**config.mk**
```make
export PLATFORM = sky130hd
export DESIGN_NAME = cnt_down_timer
export DESIGN_NICKNAME = d
export VERILOG_FILES = /design/src/rtl/timer_pkg.sv /design/src/rtl/bcd_dec_digit.sv /design/src/rtl/cnt_down_timer.sv
export SDC_FILE = /design/constraint.sdc
export NUM_CORES = 1
export LEC_CHECK = 0
export ABC_AREA = 1
export CAP_MARGIN = 10
export CORE_MARGIN = 2
export CORE_UTILIZATION = 28
export CTS_CLUSTER_DIAMETER = 200
export DETAILED_ROUTE_END_ITERATION = 10
export PLACE_DENSITY = 0.51
export REMOVE_ABC_BUFFERS = 1
export SLEW_MARGIN = 25
export SYNTH_ARGS = -nofsm -noshare
export SYNTH_HDL_FRONTEND = slang
export SYNTH_SLANG_ARGS = --single-unit
```
**constraint.sdc**
```tcl
create_clock -name in_clk -period 2 [get_ports in_clk]
set_input_delay 0.4 -clock in_clk [delete_from_list [all_inputs] [get_ports in_clk]]
set_output_delay 0.4 -clock in_clk [all_outputs]
set_load 0.05 [all_outputs]
```
**src/rtl/timer_pkg.sv**
```systemverilog
// Shared types for the mm:ss countdown timer.
// Digit type, tens/ones limits and FSM states.
package timer_pkg;

  typedef enum logic [1:0] {
    IDLE    = 2'd0,
    RUN     = 2'd1,
    PAUSE   = 2'd2,
    EXPIRED = 2'd3
  } state_t;

  typedef logic [3:0] bcd_t;

  localparam bcd_t TENS_MAX = 4'd5;
  localparam bcd_t ONES_MAX = 4'd9;

  function automatic logic bcd_ok(
    input bcd_t d,
    input bcd_t max
  );
    return d <= max;
  endfunction

endpackage

```
**src/rtl/bcd_dec_digit.sv**
```systemverilog
// One stage of the BCD borrow chain.
// Wraps 0 to MAX and raises borrow_out on the wrap.
module bcd_dec_digit
  import timer_pkg::*;
#(
  parameter bcd_t MAX = ONES_MAX
) (
  input  bcd_t digit,
  input  logic dec,
  input  logic borrow_in,
  output bcd_t next_digit,
  output logic borrow_out
);

  logic hit;
  logic wrap;

  assign hit  = dec & borrow_in;
  assign wrap = (digit == 4'd0);

  assign borrow_out = hit & wrap;

  // Step down by one, wrapping to MAX on borrow.
  always_comb begin
    next_digit = digit;
    if (hit) begin
      next_digit = wrap ? MAX : digit - 4'd1;
    end
  end

endmodule

```
**src/rtl/cnt_down_timer.sv**
```systemverilog
// BCD mm:ss countdown timer with done pulse
// and a tick-timed alarm level at 00:00.
module cnt_down_timer
  import timer_pkg::*;
#(
  parameter int unsigned ALARM_TICKS = 10
) (
  input  logic       in_clk,
  input  logic       rst,
  input  logic       tick,
  input  logic       load,
  input  logic       start,
  input  logic       stop,
  input  logic [3:0] set_mt,
  input  logic [3:0] set_mo,
  input  logic [3:0] set_st,
  input  logic [3:0] set_so,
  output logic [3:0] min_t,
  output logic [3:0] min_o,
  output logic [3:0] sec_t,
  output logic [3:0] sec_o,
  output logic       running,
  output logic       done,
  output logic       alarm,
  output logic       load_err
);

  localparam logic [7:0] LIM = 8'(ALARM_TICKS);

  state_t     state;
  logic [7:0] acnt;
  bcd_t       mt, mo, st, so;
  bcd_t       mt_n, mo_n, st_n, so_n;
  logic       b_so, b_st, b_mo, b_mt;
  logic       zero;
  logic       zero_n;
  logic       dec_en;
  logic       valid;

  assign zero = (mt == 4'd0) && (mo == 4'd0)
             && (st == 4'd0) && (so == 4'd0);

  assign zero_n = (mt_n == 4'd0) && (mo_n == 4'd0)
               && (st_n == 4'd0) && (so_n == 4'd0);

  assign dec_en = (state == RUN) && !zero;

  assign valid = bcd_ok(set_mt, TENS_MAX)
              && bcd_ok(set_mo, ONES_MAX)
              && bcd_ok(set_st, TENS_MAX)
              && bcd_ok(set_so, ONES_MAX);

  bcd_dec_digit #(.MAX(ONES_MAX)) u_so (
    .digit      (so),
    .dec        (dec_en),
    .borrow_in  (1'b1),
    .next_digit (so_n),
    .borrow_out (b_so)
  );

  bcd_dec_digit #(.MAX(TENS_MAX)) u_st (
    .digit      (st),
    .dec        (dec_en),
    .borrow_in  (b_so),
    .next_digit (st_n),
    .borrow_out (b_st)
  );

  bcd_dec_digit #(.MAX(ONES_MAX)) u_mo (
    .digit      (mo),
    .dec        (dec_en),
    .borrow_in  (b_st),
    .next_digit (mo_n),
    .borrow_out (b_mo)
  );

  bcd_dec_digit #(.MAX(TENS_MAX)) u_mt (
    .digit      (mt),
    .dec        (dec_en),
    .borrow_in  (b_mo),
    .next_digit (mt_n),
    .borrow_out (b_mt)
  );

  // Prioritised control: load, stop, start, tick.
  always_ff @(posedge in_clk or negedge rst) begin
    if (!rst) begin
      state    <= IDLE;
      acnt     <= 8'd0;
      mt       <= 4'd0;
      mo       <= 4'd0;
      st       <= 4'd0;
      so       <= 4'd0;
      done     <= 1'b0;
      load_err <= 1'b0;
    end else begin
      done     <= 1'b0;
      load_err <= 1'b0;
      if (load && valid) begin
        mt    <= set_mt;
        mo    <= set_mo;
        st    <= set_st;
        so    <= set_so;
        state <= IDLE;
        acnt  <= 8'd0;
      end else begin
        load_err <= load;
        if (stop) begin
          if (state == RUN) begin
            state <= PAUSE;
          end else if (state == EXPIRED) begin
            state <= IDLE;
            acnt  <= 8'd0;
          end
        end else if (start) begin
          if ((state == IDLE && !zero)
              || state == PAUSE) begin
            state <= RUN;
          end
        end else if (tick) begin
          if (dec_en) begin
            mt <= mt_n;
            mo <= mo_n;
            st <= st_n;
            so <= so_n;
            if (zero_n) begin
              state <= EXPIRED;
              done  <= 1'b1;
            end
          end else if (state == EXPIRED) begin
            if (acnt + 8'd1 >= LIM) begin
              state <= IDLE;
              acnt  <= 8'd0;
            end else begin
              acnt <= acnt + 8'd1;
            end
          end
        end
      end
    end
  end

  assign min_t   = mt;
  assign min_o   = mo;
  assign sec_t   = st;
  assign sec_o   = so;
  assign running = (state == RUN);
  assign alarm   = (state == EXPIRED);

endmodule

```
# == Yosys cells after proc, flatten, opt, wreduce, memory -nomap -nowiden ==
# Index checks and enable logic that the tools add are counted.
# word_totals
reg_bits,28
latchBits,0
ramBits,0
mem_bits_ro,0
in_bits,22
out_inout_bits,20
elab_cells,123
n_memories,0
# classes
n_addsub,5
multipliers,0
div,0
magnitude_cmp,5
eq_ne,11
shifts,0
n_mux,55
n_bitwise,6
reduce_logical,33
# ops
operator,n
two-way mux 4 bit,28
two-way mux 8 bit,9
logical NOT 4 bit,8
two-way mux 2 bit,11
subtractor 4 x 1 -> 4 bit (second input constant),4
logical AND 1 bit,12
nonzero test 5 bit,2
adder 8 x 1 -> 8 bit (second input constant),1
>= comparator 8 x 4 -> 1 bit (second input constant),1
less-or-equal comparator 4 x 3 -> 1 bit (second input constant),2
less-or-equal comparator 4 bit (second input constant),2
inequality test 4 x 1 -> 1 bit (second input constant),2
two-way mux 1 bit,7
bitwise AND 1 bit,6
AND reduction 6 bit,1
nonzero test 2 bit,3
inequality test 5 bit (second input constant),1
AND reduction 5 bit,1
equality test 2 bit (second input constant),2
inequality test 2 x 1 -> 1 bit (second input constant),2
AND reduction 4 bit,1
nonzero test 4 bit,1
inequality test 3 x 1 -> 1 bit (second input constant),1
inequality test 3 x 2 -> 1 bit (second input constant),1
other kinds (6),6

# == Depth between registers and ports, before layout ==
# Gate-level depths: netlist (run 1).
# depth
word_depth,23
depth_mapped,15
mapped_depth_nobuf,15

# == Hierarchy ==
# From an unflattened synthesis (run 1), not the netlist that was laid out.
# hier_totals
cells_unflattened,292
area_unflattened_um2,2055.7
# modules_own_cells
module,n_inst,cells_each,area_per_inst_um2,seq_area_each_um2
cnt_down_timer,1,226,1685.4,700.7
bcd_dec_digit (u_mt ...),2,17,97.6,0.0
bcd_dec_digit (u_mo ...),2,16,87.6,0.0

# == Worst setup path after synthesis (run 1) ==
# No wires, ideal clock.
# synth_timing
path_kind,register to register
from,"register st[1], in the netlist sec_t[1]"
to,register state[1]
setup_ns,0.117
arrival_time_ns,1.883
required_time_ns,1.883
path_slack_ns,0.000
path_stages_with_launch,15
n_path_buf,0
synth_period_minus_slack_ns,2.000
cell_sequence,dfrtp_1 > nor2_4 > nand2_2 > nor2_4 > nand4_4 > nor2_4 > nand2_2 > nand2_1 > nand2_1 > nor2_1 > nand4_1 > nand2_2 > nand2_2 > nand2_1 > nand2_1
# synth_between
elab_chain_cells,18
word_cells_on_any_way,36
cone_classes,add/sub: 1; eq/ne: 2; mux: 10; bitwise: 6; reduce/logical: 17
# synth_lines
item,line_no,text
"start, declared",cnt_down_timer.sv:32,"bcd_t mt, mo, st, so;"
"start signal, assigned",cnt_down_timer.sv:102,st <= set_st;
"start signal, assigned",cnt_down_timer.sv:124,st <= st_n;
logical NOT 4 bit,"bcd_dec_digit.sv:19, cnt_down_timer.sv:41",
logical AND 1 bit (2 in a row),cnt_down_timer.sv:41,&& (st == 4'd0) && (so == 4'd0);
logical NOT 1 bit,"cnt_down_timer.sv:46, cnt_down_timer.sv:116",
logical AND 1 bit,cnt_down_timer.sv:46,assign dec_en = (state == RUN) && !zero;
bitwise AND 1 bit,bcd_dec_digit.sv:21,assign borrow_out = hit & wrap;
bitwise AND 1 bit,bcd_dec_digit.sv:18,assign hit = dec & borrow_in;
bitwise AND 1 bit,bcd_dec_digit.sv:21,
bitwise AND 1 bit,bcd_dec_digit.sv:18,
bitwise AND 1 bit,bcd_dec_digit.sv:21,
bitwise AND 1 bit,bcd_dec_digit.sv:18,
two-way mux 4 bit,bcd_dec_digit.sv:26,if (hit) begin
logical NOT 4 bit,cnt_down_timer.sv:43,assign zero_n = (mt_n == 4'd0) && (mo_n == 4'd0)
logical AND 1 bit,cnt_down_timer.sv:43,
logical AND 1 bit (2 in a row),cnt_down_timer.sv:44,&& (st_n == 4'd0) && (so_n == 4'd0);
inequality test 5 bit (no source line),--,
AND reduction 6 bit (no source line),--,
"end signal, assigned",cnt_down_timer.sv:88,state <= IDLE;
"end signal, assigned",cnt_down_timer.sv:104,state <= IDLE;
"end signal, assigned",cnt_down_timer.sv:110,state <= PAUSE;
"end, declared",cnt_down_timer.sv:30,state_t state;
# Several ways; a longest one is shown, not always the timed one. The select of a mux whose other input is x is not followed.
# A chain may end at the register's enable or synchronous reset.

# == Worst setup path in the final report (run 1) ==
# layout_timing
from,register state[0]
to,register state[1]
# layout_between
elab_chain_cells,15
word_cells_on_any_way,36
cone_classes,eq/ne: 6; mux: 10; bitwise: 6; reduce/logical: 14
# layout_lines
item,line_no
equality test 2 x 1 -> 1 bit,"cnt_down_timer.sv:46, cnt_down_timer.sv:109"
logical AND 1 bit,cnt_down_timer.sv:46
bitwise AND 1 bit,bcd_dec_digit.sv:21
bitwise AND 1 bit,bcd_dec_digit.sv:18
bitwise AND 1 bit,bcd_dec_digit.sv:21
bitwise AND 1 bit,bcd_dec_digit.sv:18
bitwise AND 1 bit,bcd_dec_digit.sv:21
bitwise AND 1 bit,bcd_dec_digit.sv:18
two-way mux 4 bit,bcd_dec_digit.sv:26
logical NOT 4 bit,cnt_down_timer.sv:43
logical AND 1 bit,cnt_down_timer.sv:43
logical AND 1 bit (2 in a row),cnt_down_timer.sv:44
inequality test 5 bit (no source line),--
AND reduction 6 bit (no source line),--
# Several ways; a longest one is shown, not always the timed one. The select of a mux whose other input is x is not followed.

==> flow_metrics.env, run 1 <==
export IMPL_dieWidth_um=87.0
export IMPL_clkPwrFrac=0.111
export IMPL_via_count=2018
export IMPL_fin_crit_ns=1.98
export IMPL_antenna_found_initial=0
export IMPL_path_clk_slew_ns=0.10
export IMPL_wire_per_inst_um=12.7
export IMPL_grt_pass1_wl_um=9430
export IMPL_coreArea_mm2=0.00672
export IMPL_swShare=0.489
export IMPL_power_density_mw_per_mm2=1410
export IMPL_die_height_um=87.0
export IMPL_yosys_warnings=0
export IMPL_yosysSeqAreaShare=0.363
export IMPL_whs_ns=0.436
export IMPL_netlist_area_mm2=0.00193
export IMPL_cap_violations=0
export IMPL_ys_ff_latch=28
export IMPL_root_buffer="clkbuf_8"
export IMPL_cts_htree_levels=1
export IMPL_grt_overflow_total=0
export IMPL_vias_per_cell=4.62
export IMPL_cts_hold_buf=0
export IMPL_arrival_ns=2.16
export IMPL_ys_types=36
export IMPL_ys_flop_type="dfrtp_1"
export IMPL_maxSlewViolCount=0
export IMPL_io_buffers=41
export IMPL_min_delay_path_class="in2reg"
export IMPL_postRouteAntennaNets=0
export IMPL_drtIter0Drc=67
export IMPL_start_util=0.287
export IMPL_skew_ns=0.00254
export IMPL_period_share=0.990
export IMPL_placed_area_mm2=0.00277
export IMPL_finalHoldViolCount=0
export IMPL_totalWireLength_um=5550
export IMPL_ios=42
export IMPL_fmax_mhz=505
export IMPL_cts_tree="done"
export IMPL_cts_sinks=28
export IMPL_vdd_drop_max_mv=0.588
export IMPL_crit_fanout=11
export IMPL_layout_drive_gt1_share=0.300
export IMPL_syn_inst=265
export IMPL_cts_buffer_depth=2
export IMPL_endpoint_kind="register"
export IMPL_rows=30
export IMPL_antenna_cells=0
export IMPL_cts_inserted_buffers=3
export IMPL_syn_area_per_cell_um2=7.28
export IMPL_grt_max_degree=29
export IMPL_die_area_mm2=0.00757
export IMPL_crit_path_start_kind="register"
export IMPL_synth_edf_count=0
export IMPL_worstPathRequired_ns=2.18
export IMPL_grt_setup_unrepaired="yes"
export IMPL_power_switching_mw=2.02
export IMPL_comb_power_share=0.660
export IMPL_pre_cts_slack_ns=-0.236
export IMPL_grt_usage=0.158
export IMPL_syn2layout_area_growth_pct=51.8
export IMPL_drt_pass1_iterations=4
export IMPL_fin_area_mm2=0.00293
export IMPL_worst_pin_slew_ns=0.507
export IMPL_p_int_mw=2.11
export IMPL_place_hpwl_um=4490
export IMPL_drc=0
export IMPL_clk_latency_ns=0.28
export IMPL_grt_pass1_vias=2012
export IMPL_critPathKind="reg2reg"
export IMPL_r2r_setup_slack_ns=0.02
export IMPL_synth_area_leaders="dfrtp_1 (36%), nand2_1 (13%), inv_1 (6.0%), nor2_1 (5.8%), o211ai_1 (3.5%)"
export IMPL_synth_async_reset_ratio=1.00
export IMPL_setup_ws_ns=0.0202
export IMPL_synth_area_leader_cell="dfrtp_1"
export IMPL_final_nets=382
export IMPL_synth_top_area_frac=0.363
export IMPL_run_status="complete, no violations"
export IMPL_share_seq_of_total_power=0.229
export IMPL_slew_headroom=0.662
export IMPL_setup_viol=0
export IMPL_routabilityCongestion=0.820
export IMPL_p_leak_nw=1.55
export IMPL_fin_tns_setup_ns=0
==> worst max-delay path, cell delays in order (launching register included) <==
cell     delay (ns)
dfrtp_1        0.39
inv_1          0.11
nor2_8         0.22
inv_1          0.09
o31ai_1        0.30
nand3_1        0.11
nor2_1         0.15
nand4_1        0.19
nand2_2        0.15
nand2_2        0.06
nand2_1        0.06
nand2_1        0.04
==> path summary, 6_finish.rpt <==
path / startpoint / endpoint / cells past startpoint
max: state[0]$_DFFE_PN0P_ / state[1]$_DFFE_PN0P_ / 11
min: set_mo[2] / min_o[2]$_DFFE_PN0P_ / 3
max reg2reg: state[0]$_DFFE_PN0P_ / state[1]$_DFFE_PN0P_ / 11
min reg2reg: acnt[5]$_DFFE_PN0P_ / acnt[5]$_DFFE_PN0P_ / 2
max in group asynchronous: rst / sec_t[2]$_DFFE_PN0P_ / 2
min in group asynchronous: rst / acnt[5]$_DFFE_PN0P_ / 2
==> synthesized netlist by cell type (all sizes together), types with 4 or more instances <==
cell type	instances
nand2	75
nor2	38
inv	37
dfrtp	28
nand3	16
o21ai	13
a21oi	11
o211ai	9
nand4	6
nor3	5
o22ai	5
xor2	4
==> metal layers <==
layer | share of wire | global-route usage | routed length (µm)
met1 | 0.46 | 0.203 | 2550
met2 | 0.49 | 0.281 | 2750
met3 | 0.035 | 0.0275 | 193
met4 | 0.012 | 0.0270 | 66
met5 | 0 | 0 | 0
==> cell families (layout without fill, tap and decap cells) <==
logic type	Yosys count	after routing	synth area share
buf+inv	41	133	0.0817
compound gates	44	44	0.143
simple gates	146	146	0.381
fa+ha+maj	2	2	0.0130
xor+xnor	4	4	0.0182
flops	28	28	0.363
==> state kept, by name, indices dropped and copies added, names as in the netlist <==
signal    count
sec_o         4
min_t         4
state         2
done          1
load_err      1
acnt          8
min_o         4
sec_t         4
==> per-stage QoR <==
step / total power [mW] / instances / utilization
2_1_floorplan: 2.64 / 263 / -
3_3_place_gp: 3.62 / 429 / 0.412
3_5_place_dp: 3.64 / 429 / 0.412
4_1_cts: 4.14 / 434 / 0.424
5_1_grt: 4.47 / 437 / 0.436
6_report: 4.13 / 437 / 0.436
==> cell usage in the layout, fill, tap and decap left out, drive strengths merged <==
cell            n
o31ai           2
nor2           38
o211ai          9
ha              2
and2            2
clkbuf          3
o211a           1
dlygate4sd2     1
buf            59
dlymetal6s2s    8
a21oi          11
inv            37
or2             1
nor4            1
clkinv          2
o221ai          1
a21boi          1
nand3          16
nor3            5
o22ai           5
nand3b          2
o21ai          13
nand4           6
o21bai          1
dfrtp          28
bufinv          1
clkdlybuf4s50  22
xor2            4
nand2          75
==> power groups by stage <==
stage	sequential, mW	combinational (mW)	clock [mW]
after floorplan	1.51	1.13	0
after CTS	0.940	2.71	0.483
after global routing	0.979	3.01	0.488
final	0.946	2.72	0.457
after detailed placement	0.947	2.69	0
after global placement	0.944	2.67	0
==> final cells by class <==
| class | count | area [µm²] |
|---|---|---|
| Sequential cell | 28 | 701 |
| Inverter | 39 | 151 |
| Clock buffer | 3 | 41.3 |
| Timing Repair Buffer | 90 | 797 |
| Tap cell | 80 | 100 |
| Multi-Input combinational cell | 196 | 1110 |
| Fill cell | 681 | 3790 |
| Clock inverter | 1 | 30.0 |
==> repair_timing <==
action,4_1_cts,5_1_grt
gates cloned,0,0
pin swaps,1,6
resized for setup,3,21
setup endpoints to repair,2,15
setup buffers,1,3
No activity file was read; power rests on OpenSTA's default activity.
==> inputs of run 2 (changes only) <==
--- a/config.mk
+++ b/config.mk
@@ -13,6 +13,7 @@
 export DETAILED_ROUTE_END_ITERATION = 10
 export PLACE_DENSITY = 0.51
 export REMOVE_ABC_BUFFERS = 1
+export SKIP_LAST_GASP = 1
 export SLEW_MARGIN = 25
 export SYNTH_ARGS = -nofsm -noshare
 export SYNTH_HDL_FRONTEND = slang
==> run 2 against run 1 <==
Compared with the run above: clock power about the same; register-to-register slack about the same; final area is 0.34% higher; worst hold slack lost 0.00068 ns; flip-flop and latch count unchanged; sequential power is 0.6% higher; die area unchanged; combinational power about the same; clock-buffer cell count unchanged; utilization increased by 0.15 points; global-route usage about the same; first-iteration DRC count grew 33%.
==> flow_metrics.env, run 2 (synthesized netlist as in run 1, its figures left out) <==
export IMPL_run_status="complete, no violations"
export IMPL_fin_tns_setup_ns=0
export IMPL_min_delay_path_class="in2reg"
export IMPL_finalHoldViolCount=0
export IMPL_place_hpwl_um=4490
export IMPL_slew_headroom=0.662
export IMPL_rows=30
export IMPL_cp_depth=11
export IMPL_die_area_mm2=0.00757
export IMPL_grt_usage=0.158
export IMPL_cts_hold_buf=0
export IMPL_grt_setup_unrepaired="yes"
export IMPL_fin_crit_ns=1.98
export IMPL_pre_cts_slack_ns=-0.236
export IMPL_routabilityCongestion=0.820
export IMPL_p_total_mw=4.14
export IMPL_p_int_mw=2.11
export IMPL_setup_viol=0
export IMPL_wire_per_inst_um=12.8
export IMPL_worstSetupStartpoint="state[0]$_DFFE_PN0P_"
export IMPL_via_count=2019
export IMPL_worst_pin_slew_ns=0.507
export IMPL_skew_ns=0.00266
export IMPL_drc=0
export IMPL_path_clk_slew_ns=0.10
export IMPL_antenna_cells=0
export IMPL_critPathKind="reg2reg"
export IMPL_r2r_start="state[0]$_DFFE_PN0P_"
export IMPL_period_share=0.991
export IMPL_layout_drive_gt1_share=0.308
export IMPL_whs_ns=0.436
export IMPL_timing_rr_end="state[1]$_DFFE_PN0P_"
export IMPL_worstPathRequired_ns=2.18
export IMPL_arrival_ns=2.16
export IMPL_crit_family="simple AND/OR/NAND/NOR gates"
export IMPL_cts_sinks=28
export IMPL_p_leak_nw=1.56
export IMPL_grt_max_degree=29
export IMPL_drt_pass1_iterations=4
export IMPL_maxSlewViolCount=0
export IMPL_antenna_found_initial=0
export IMPL_final_cell_mix="nand2_1 (65), buf_4 (57), inv_1 (31)"
export IMPL_totalWireLength_um=5580
export IMPL_comb_power_share=0.660
export IMPL_path_buf_inv=2
export IMPL_cts_tree="done"
export IMPL_final_nets=382
export IMPL_cts_inserted_buffers=3
export IMPL_die_height_um=87.0
export IMPL_wl_met1_um=2560
export IMPL_hold_depth=3
export IMPL_clk_latency_ns=0.28
export IMPL_fmax_mhz=505
export IMPL_swShare=0.490
export IMPL_cts_htree_levels=1
export IMPL_io_buffers=41
export IMPL_vias_per_cell=4.62
export IMPL_grt_pass1_vias=2015
export IMPL_top_layer_used="met4"
export IMPL_crit_path_start_kind="register"
export IMPL_power_density_mw_per_mm2=1410
export IMPL_dieWidth_um=87.0
export IMPL_syn2layout_area_growth_pct=52.3
export IMPL_r2r_cells=11
export IMPL_cp_slowest_stage_delay_ns=0.39
export IMPL_endpoint_kind="register"
export IMPL_critPathCapture="state[1]$_DFFE_PN0P_"
export IMPL_route_met3_wl_um=203
export IMPL_root_buffer="clkbuf_8"
export IMPL_start_util=0.287
export IMPL_power_switching_mw=2.03
export IMPL_cap_violations=0
export IMPL_crit_fanout=11
export IMPL_ios=42
export IMPL_final_common_cell="nand2_1"
export IMPL_wl_met2_um=2750
export IMPL_vdd_drop_max_mv=0.589
export IMPL_coreArea_mm2=0.00672
export IMPL_grt_overflow_total=0
export IMPL_largest_register="acnt"
export IMPL_cp_slowest_cell="dfrtp_1"
export IMPL_postRouteAntennaNets=0
export IMPL_clkPwrFrac=0.110
export IMPL_share_seq_of_total_power=0.230
export IMPL_largest_reg_flops=8
export IMPL_drtIter0Drc=89
export IMPL_grt_pass1_wl_um=9400
export IMPL_cp_cell_sequence="inv_1 > nor2_8 > inv_1 > o31ai_1 > nand3_1 > nor2_1 > nand4_1 > nand2_2 > nand2_2 > nand2_1 > nand2_1"
export IMPL_cts_buffer_depth=2
export IMPL_setup_ws_ns=0.0185
export IMPL_fill_cells=678
export IMPL_r2r_setup_slack_ns=0.02
==> run 2: cell types whose count changed in the layout (fill, tap and decap cells not counted) <==
| cell | before | now |
|---|---|---|
| xor2_2 | 0 | 1 |
| inv_4 | 2 | 1 |
| nor2_2 | 9 | 11 |
| inv_2 | 4 | 5 |
| xor2_1 | 4 | 3 |
| nor2_1 | 24 | 22 |
==> run 2: timing repair <==
action,CTS,global route
resized for setup,3,23
endpoints found under the setup margin,2,15
buffers inserted,1,3
pin swaps,0,7
==> run 2: routing by layer <==
metal,vias to the layer above,track usage
met1,931,0.202
met4,0,0.0270
met5,-,0
li1,1046,-
met3,4,0.0275
met2,38,0.281
==> run 2: worst min path at each step <==
| stage | start | endpoint | slack (ns) |
|---|---|---|---|
| after floorplan | rst | acnt[0]$_DFFE_PN0P_ | 0.10 |
| after global placement | acnt[7]$_DFFE_PN0P_ | acnt[7]$_DFFE_PN0P_ | 0.49 |
| after detailed placement | state[0]$_DFFE_PN0P_ | state[0]$_DFFE_PN0P_ | 0.49 |
| after CTS | rst | acnt[5]$_DFFE_PN0P_ | 0.52 |
| after global routing | set_mo[2] | min_o[2]$_DFFE_PN0P_ | 0.45 |
| final | set_mo[2] | min_o[2]$_DFFE_PN0P_ | 0.44 |
==> run 2: layout make-up <==
cell class / instances / area [µm²] / share of cell area
Clock buffer: 3 / 41.3 / 0.0141
Clock inverter: 1 / 30.0 / 0.0102
Inverter: 39 / 149 / 0.0507
Multi-Input combinational cell: 196 / 1120 / 0.381
Sequential cell: 28 / 701 / 0.239
Tap cell: 80 / 100 / 0.0341
Timing Repair Buffer: 90 / 797 / 0.271
==> run 2: power groups by stage <==
stage          clock network (mW)  logic (mW)  registers, mW
3_3_place_gp                    0        2.67          0.944
2_1_floorplan                   0        1.13           1.51
5_1_grt                     0.488        3.02          0.982
3_5_place_dp                    0        2.69          0.947
6_report                    0.457        2.74          0.952
4_1_cts                     0.483        2.71          0.940
==> run 2: worst reg2reg max path, delay by kind of cell, from the launching register on <==
family          cells  cell delay, ns
buf+inv             2            0.20
flops               1            0.39
simple gates        8            0.98
compound gates      1            0.30
==> run 2: stage by stage <==
stage                     instances  area, µm²  utilization
after floorplan                 263       1920            -
after global placement          429       2770        0.412
after detailed placement        429       2770        0.412
after CTS                       434       2850        0.424
after global routing            437       2940        0.437
final                           437       2940        0.437
==> inputs of run 3 (changes only) <==
--- a/config.mk
+++ b/config.mk
@@ -6,6 +6,7 @@
 export NUM_CORES = 1
 export LEC_CHECK = 0
 export ABC_AREA = 1
+export ABC_CLOCK_PERIOD_IN_PS = 2000
 export CAP_MARGIN = 10
 export CORE_MARGIN = 2
 export CORE_UTILIZATION = 28
@@ -13,6 +14,7 @@
 export DETAILED_ROUTE_END_ITERATION = 10
 export PLACE_DENSITY = 0.51
 export REMOVE_ABC_BUFFERS = 1
+export SKIP_CTS_REPAIR_TIMING = 1
 export SKIP_LAST_GASP = 1
 export SLEW_MARGIN = 25
 export SYNTH_ARGS = -nofsm -noshare
==> run 3 against run 2 <==
Compared with the run above: wire length stayed put; non-clock buffer count stayed put; global-route usage is 0.079 points lower; final area is 0.26% lower; via count hardly changed; sequential share of layout area is 0.061 points higher; worst setup slack worse by 0.0064 ns; flip-flop and latch count stayed put; combinational power hardly changed; critical path type is now reg2out; utilization is 0.11 points lower; first-iteration DRC count is 18% higher; critical endpoint is now min_o[2].
==> flow_metrics.env, run 3 (synthesized netlist as in run 1, its figures left out) <==
export IMPL_drtIter0Drc=105
export IMPL_postRouteAntennaNets=0
export IMPL_die_area_mm2=0.00757
export IMPL_cts_htree_levels=1
export IMPL_vias_per_cell=4.62
export IMPL_largest_reg_flops=8
export IMPL_final_cell_mix="nand2_1 (64), buf_4 (57), inv_1 (31)"
export IMPL_met1_usage=0.200
export IMPL_root_buffer="clkbuf_8"
export IMPL_fin_crit_ns=1.99
export IMPL_maxSlewViolCount=0
export IMPL_fin_tns_setup_ns=0
export IMPL_die_height_um=87.0
export IMPL_place_hpwl_um=4490
export IMPL_run_status="complete, no violations"
export IMPL_cap_violations=0
export IMPL_power_density_mw_per_mm2=1410
export IMPL_fmax_mhz=503
export IMPL_drt_pass1_iterations=4
export IMPL_pre_cts_slack_ns=-0.236
export IMPL_antenna_found_initial=0
export IMPL_p_leak_nw=1.54
export IMPL_ios=42
export IMPL_largest_register="acnt"
export IMPL_min_delay_path_class="in2async"
export IMPL_whs_ns=0.503
export IMPL_grt_overflow_total=0
export IMPL_drc=0
export IMPL_antenna_cells=0
export IMPL_cts_tree="done"
export IMPL_arrival_ns=1.59
export IMPL_timing_rr_end="state[1]$_DFFE_PN0P_"
export IMPL_endpoint_kind="output pin"
export IMPL_cts_buffer_depth=2
export IMPL_final_nets=382
export IMPL_crit_fanout=3
export IMPL_worst_pin_slew_ns=0.507
export IMPL_vdd_drop_max_mv=0.589
export IMPL_routabilityCongestion=0.820
export IMPL_setup_ws_ns=0.0120
export IMPL_grt_setup_unrepaired="yes"
export IMPL_grtUsageMet2=0.280
export IMPL_critPathCapture="min_o[2]"
export IMPL_cts_inserted_buffers=3
export IMPL_grt_usage=0.157
export IMPL_via_count=2020
export IMPL_syn2layout_area_growth_pct=51.9
export IMPL_setup_viol=0
export IMPL_finalHoldViolCount=0
export IMPL_grt_pass1_wl_um=9350
export IMPL_worstSetupStartpoint="min_o[2]$_DFFE_PN0P_"
export IMPL_fill_cells=679
export IMPL_io_buffers=41
export IMPL_layout_drive_gt1_share=0.300
export IMPL_grt_pass1_vias=2002
export IMPL_critPathKind="reg2out"
export IMPL_dieWidth_um=87.0
export IMPL_crit_path_start_kind="register"
export IMPL_grt_max_degree=29
export IMPL_clk_latency_ns=0.28
export IMPL_rows=30
export IMPL_start_util=0.287
export IMPL_coreArea_mm2=0.00672
export IMPL_final_common_cell="nand2_1"
export IMPL_period_share=0.994
export IMPL_r2r_cells=12
export IMPL_grt_use_met3=0.0275
export IMPL_skew_ns=0.00181
export IMPL_totalWireLength_um=5580
export IMPL_r2r_start="min_o[2]$_DFFE_PN0P_"
export IMPL_r2r_setup_slack_ns=0.02
export IMPL_worstPathRequired_ns=1.60
export IMPL_busiest_layer="met2"
export IMPL_wire_per_inst_um=12.8
export IMPL_slew_headroom=0.662
export IMPL_path_clk_slew_ns=0.10
export IMPL_cts_sinks=28
[run 3: worst max-delay path: stages, from the launching register on]
cell and delay (ns):
dfrtp_1 0.39, buf_4 0.13, clkdlybuf4s50_1 0.79
[run 3: area by class of cell]
type / instances / area [µm²] / share of cell area
Timing Repair Buffer: 90 / 796 / 0.272
Clock buffer: 3 / 41.3 / 0.0141
Multi-Input combinational cell: 196 / 1110 / 0.380
Tap cell: 80 / 100 / 0.0342
Inverter: 39 / 149 / 0.0508
Sequential cell: 28 / 701 / 0.239
Clock inverter: 1 / 30.0 / 0.0102
[run 3: worst min-delay path by stage]
| stage | start | endpoint | slack, ns |
|---|---|---|---|
| floorplan | rst | acnt[0]$_DFFE_PN0P_ | 0.10 |
| CTS | rst | acnt[5]$_DFFE_PN0P_ | 0.52 |
| global route | rst | acnt[5]$_DFFE_PN0P_ | 0.54 |
| global placement | acnt[7]$_DFFE_PN0P_ | acnt[7]$_DFFE_PN0P_ | 0.49 |
| finish | rst | acnt[5]$_DFFE_PN0P_ | 0.50 |
| detailed placement | state[0]$_DFFE_PN0P_ | state[0]$_DFFE_PN0P_ | 0.49 |
[run 3: per-stage QoR]
step | utilization | area, µm² | total power, mW | instances
2_1_floorplan | - | 1920 | 2.64 | 263
3_3_place_gp | 0.412 | 2770 | 3.62 | 429
3_5_place_dp | 0.412 | 2770 | 3.64 | 429
4_1_cts | 0.422 | 2840 | 4.12 | 433
5_1_grt | 0.436 | 2930 | 4.47 | 437
6_report | 0.436 | 2930 | 4.13 | 437
[run 3: report_power, final]
| group | internal (mW) | total, mW | switching, mW | leakage, nW |
|---|---|---|---|---|
| clock network | 0.268 | 0.458 | 0.190 | 0.0357 |
| logic | 1.06 | 2.72 | 1.66 | 1.14 |
| registers | 0.785 | 0.950 | 0.166 | 0.362 |
[run 3: routing by layer]
| metal | up-vias | part of all wire | wire length, µm |
|---|---|---|---|
| li1 | 1045 | - | - |
| met1 | 928 | 0.46 | 2580 |
| met2 | 43 | 0.49 | 2740 |
| met3 | 4 | 0.035 | 194 |
| met4 | 0 | 0.012 | 66 |
| met5 | - | 0 | 0 |
==> RTL change 1: new RTL, settings of run 2 <==
Encoding of `state_t`: now one-hot (4 bits for 4 states).
--- a/src/rtl/timer_pkg.sv
+++ b/src/rtl/timer_pkg.sv
@@ -2,11 +2,11 @@
 // Digit type, tens/ones limits and FSM states.
 package timer_pkg;
 
-  typedef enum logic [1:0] {
-    IDLE    = 2'd0,
-    RUN     = 2'd1,
-    PAUSE   = 2'd2,
-    EXPIRED = 2'd3
+  typedef enum logic [3:0] {
+    IDLE    = 4'b0001,
+    RUN     = 4'b0010,
+    PAUSE   = 4'b0100,
+    EXPIRED = 4'b1000
   } state_t;
 
   typedef logic [3:0] bcd_t;
Check against the original RTL: no difference found for any inputs over 4 cycles, from zero or initial values and one cycle with rst low; so few cycles prove little.
==> RTL change 1 against run 2 <==
- combinational power increased by 9.1%
- sequential cell count increased by 2
- worst setup slack improved by 73 ps
- sequential power increased by 3.5%
- critical endpoint unchanged
- critical path depth increased by 2
- final area increased by 18%
- first-iteration DRC count decreased by 49%
- wire length increased by 19%
- die area increased by 11%
- total power increased by 11%
- area after synthesis increased by 12%
- clock skew increased by 2.9 ps
==> RTL change 1: results (changes against run 2) <==
GRT met1 Usage: 21.4% (was 20.2%)
Grt met3 use: 2.79% (was 2.75%)
Global-route wire length before repair: 10.9 mm (was 9.40 mm)
Fillers: 777 (was 678)
Worst Skew: 5.52 ps (was 2.66 ps)
WL/cell: 12.8 um (about the same)
Gate Count Post-Synth: 303 (was 265)
Vias post-DR: 2315 (was 2019)
DRT met1 WL: 3.32 mm (was 2.56 mm)
Most frequent cells after synthesis: nand2_1 (83), inv_1 (41), dfrtp_1 (29) (was nand2_1 (67), inv_1 (31), nor2_1 (30))
Placed Cells: 498 (was 429)
Critical Path AT: 2080 ps (was 2160 ps)
Worst hold path endpoint: sec_o[2]$_DFFE_PN0P_ (was min_o[2]$_DFFE_PN0P_)
Hold path start: set_so[2] (was set_mo[2])
DP Area: 3060 um^2 (was 2770 um^2)
Status: finished clean (unchanged)
Reg2reg start: state[2]$_DFFE_PN0P_ (was state[0]$_DFFE_PN0P_)
Sequential area share after synthesis: 34.8% (was 36.3%)
CTS buffer count: 5 (was 3)
Relative slew slack: 66.6% (was 66.2%)
Nets@finish: 441 (was 382)
Crit-path max FO: 6 (was 11)
GR Layer Usage met2: 27.0% (was 28.1%)
R2R Setup Slk: 120 ps (was 20 ps)
Metal2 WL: 3.12 mm (was 2.75 mm)
==> RTL change 1: logic make-up (layout without fill, tap and decap cells) <==
kind of cell    Yosys count  after routing  share of synthesized area [%]
flops                    30             30                           34.8
fa+ha+maj                 2              2                           1.16
simple gates            174            175                           39.9
compound gates           44             44                           13.2
xor+xnor                  2              2                          0.812
buf+inv                  51            165                           10.0
==> RTL change 1: layout make-up <==
type	count	area, um^2	area share, %
clock inverter	3	40.0	1.16
clock buffer	5	68.8	1.99
multi-input combinational	223	1350	39.1
inverter	47	179	5.17
tap	102	128	3.69
timing repair buffer	110	936	27.1
sequential	30	753	21.8
==> RTL change 1: what timing repair did <==
| item | 4_1_cts | 5_1_grt |
|---|---|---|
| gates resized for setup | 3 | 46 |
| pin swaps | 0 | 23 |
| setup buffers | 2 | 11 |
| cloned | 0 | 1 |
| setup endpoints to repair | 4 | 16 |
==> RTL change 1: worst max path at each step <==
stage                           endpoint  slack [ps]
finish              state[1]$_DFFE_PN0P_          90
global route        state[0]$_DFFE_PN1P_         -40
CTS                 state[1]$_DFFE_PN0P_           6
detailed placement  state[1]$_DFFE_PN0P_        -340
global placement    state[2]$_DFFE_PN0P_        -260
floorplan           min_o[1]$_DFFE_PN0P_         -40
==> RTL change 1: per-stage QoR <==
step	TNS [ps]	hold slack [ps]	worst slack (ps)
after floorplan	-186	104	-44.8
after global placement	-4020	474	-256
after detailed placement	-4620	483	-345
after CTS	0	501	5.93
after global routing	-65.9	460	-43.5
final	0	423	91.6
==> RTL change 1: power groups by stage <==
stage	Combinational [mW]	Clock (mW)	Sequential, mW
5_1_grt	3.26	0.662	1.01
2_1_floorplan	1.12	0	1.51
4_1_cts	2.71	0.638	0.948
3_3_place_gp	2.68	0	0.951
6_report	2.99	0.625	0.985
3_5_place_dp	2.69	0	0.954
==> RTL change 2: new RTL, config.mk and constraints of run 2 <==
Without the edit above. Change the parameter `ALARM_TICKS` from 10 to 7.
--- a/src/rtl/cnt_down_timer.sv
+++ b/src/rtl/cnt_down_timer.sv
@@ -3,7 +3,7 @@
 module cnt_down_timer
   import timer_pkg::*;
 #(
-  parameter int unsigned ALARM_TICKS = 10
+  parameter int unsigned ALARM_TICKS = 7
 ) (
   input  logic       in_clk,
   input  logic       rst,
Behaviour: same outputs for any inputs over 10 cycles, from zero or initial values and one cycle with rst low; that may be too few to reach the edited logic, so the function may still have changed.
==> RTL change 2 against run 2 <==
- wire length shrank 4.1%
- non-clock buffer count decreased by 7
- total power grew 4.5%
- final area increased by 0.60%
- worst setup slack improved by 30 ps
- global-route usage fell by 1.5 points
- area after synthesis is 3.4% higher
- sequential cell count unchanged
- critical endpoint is now sec_o[3]
- highest routed layer unchanged
==> RTL change 2: results (changes against run 2) <==
GPL Wtd Cong: 0.788 (was 0.820)
Sequential area share after synthesis: 35.1% (was 36.3%)
Worst VDD drop: 0.771 mV (was 0.589 mV)
Gate Count Post-Synth: 258 (was 265)
Reg2Reg Capture Point: state[0]$_DFFE_PN0P_ (was state[1]$_DFFE_PN0P_)
Port bufs: 41 (unchanged)
Via density per instance: 4.45 (was 4.62)
Status: finished clean (unchanged)
Pwr dens: 1470 nW/um^2 (was 1410 nW/um^2)
Initial DRC Count: 60 (was 89)
Worst Skew: 10.5 ps (was 2.66 ps)
Pleak: 1.42 nW (was 1.56 nW)
GRT met1 Usage: 19.4% (was 20.2%)
Synth Warn #: 0 (unchanged)
Cell at the slowest stage of the critical path: clkdlybuf4s50_1 (was dfrtp_1)
H-tree depth: 1 (unchanged)
Placed Cells: 426 (was 429)
Crit-path max cell delay: 840 ps (was 390 ps)
Pre-CTS setup slack: -385 ps (was -236 ps)
Grt met3 use: 2.99% (was 2.75%)
Drt total wl: 5.35 mm (was 5.58 mm)
Nets@finish: 366 (was 382)
R2R cell count: 14 (was 11)
Sw frac: 50.7% (was 49.0%)
R2R Setup Slk: 90 ps (was 20 ps)
Crit-path max FO: 3 (was 11)
HPWL Detailed: 4.15 mm (was 4.49 mm)
Layout cells sized above 1: 32.0% (was 30.8%)
GR Layer Usage met2: 23.1% (was 28.1%)
Fmax achieved: 0.512 GHz (was 0.505 GHz)
Post-CTS Setup Bufs: 0 (was 1)
Metal3 WL: 132 um (was 203 um)
Tot GR Track Use: 14.3% (was 15.8%)
Metal2 WL: 2.60 mm (was 2.75 mm)
Number of global-route vias before repair: 1791 (was 2015)
Crit path max-delay family: buffers and inverters (was simple AND/OR/NAND/NOR gates)
DP Area: 2750 um^2 (was 2770 um^2)
DRT met1 WL: 2.58 mm (was 2.56 mm)
Yosys cell types: 39 (was 36)
HP Class: primary input to async pin (was primary input to flop)
Post-CTS Resized: 2 (was 3)
Final worst hold slack: 499 ps (was 436 ps)
Crit path from: sec_o[3]$_DFFE_PN0P_ (was state[0]$_DFFE_PN0P_)
Clock latency at the later pin of the worst-skew pair: 290 ps
Most frequent cells after synthesis: nand2_1 (50), inv_1 (35), dfrtp_1 (28) (was nand2_1 (67), inv_1 (31), nor2_1 (30))
End of the critical path: sec_o[3] (was state[1]$_DFFE_PN0P_)
WL/cell: 12.2 um (was 12.8 um)
Largest net degree at the start of global routing: 29 (unchanged)
Relative slew slack: 66.3% (was 66.2%)
Gate power share: 68.5% (was 66.0%)
Largest cells by area after synthesis: dfrtp_1 (35%), nand2_1 (9.4%), inv_1 (6.6%) (was dfrtp_1 (36%), nand2_1 (13%), inv_1 (6.0%))
Sequential Power Share: 22.8% (was 23.0%)
Critical Path AT: 1550 ps (was 2160 ps)
Global-route wire length before repair: 8.63 mm (was 9.40 mm)
Fillers: 732 (was 678)
Reg2reg start: sec_t[2]$_DFFE_PN0P_ (was state[0]$_DFFE_PN0P_)
==> RTL change 2: area by class of cell <==
cell class	instances	area, um^2	area share [%]
Tap cell	96	120	4.06
Sequential cell	28	701	23.7
Inverter	42	163	5.50
Clock buffer	4	55.1	1.86
Multi-Input combinational cell	184	1190	40.3
Timing Repair Buffer	83	726	24.6
==> RTL change 2: kinds of logic after synthesis <==
kind of cell,count (synthesis),share of synthesized area (%)
AO/OA/AOI/OAI,44,14.6
buffers and inverters,46,9.35
flip-flops,28,35.1
adder cells (fa/ha/maj),2,1.25
AND/OR/NAND/NOR,132,37.0
XOR/XNOR,6,2.63
==> RTL change 2: worst register-to-register path, stage by stage, from the launching register on <==
cell	delay [ps]
dfrtp_1	430
nor2_4	150
nand2_4	90
nor2_8	170
nand2_8	100
nand3_1	80
nand2_1	80
nor2_2	140
nand3_2	100
nor2_2	120
nand3_2	110
nand2_2	110
nand2_2	50
nand2_1	50
nand2_1	40
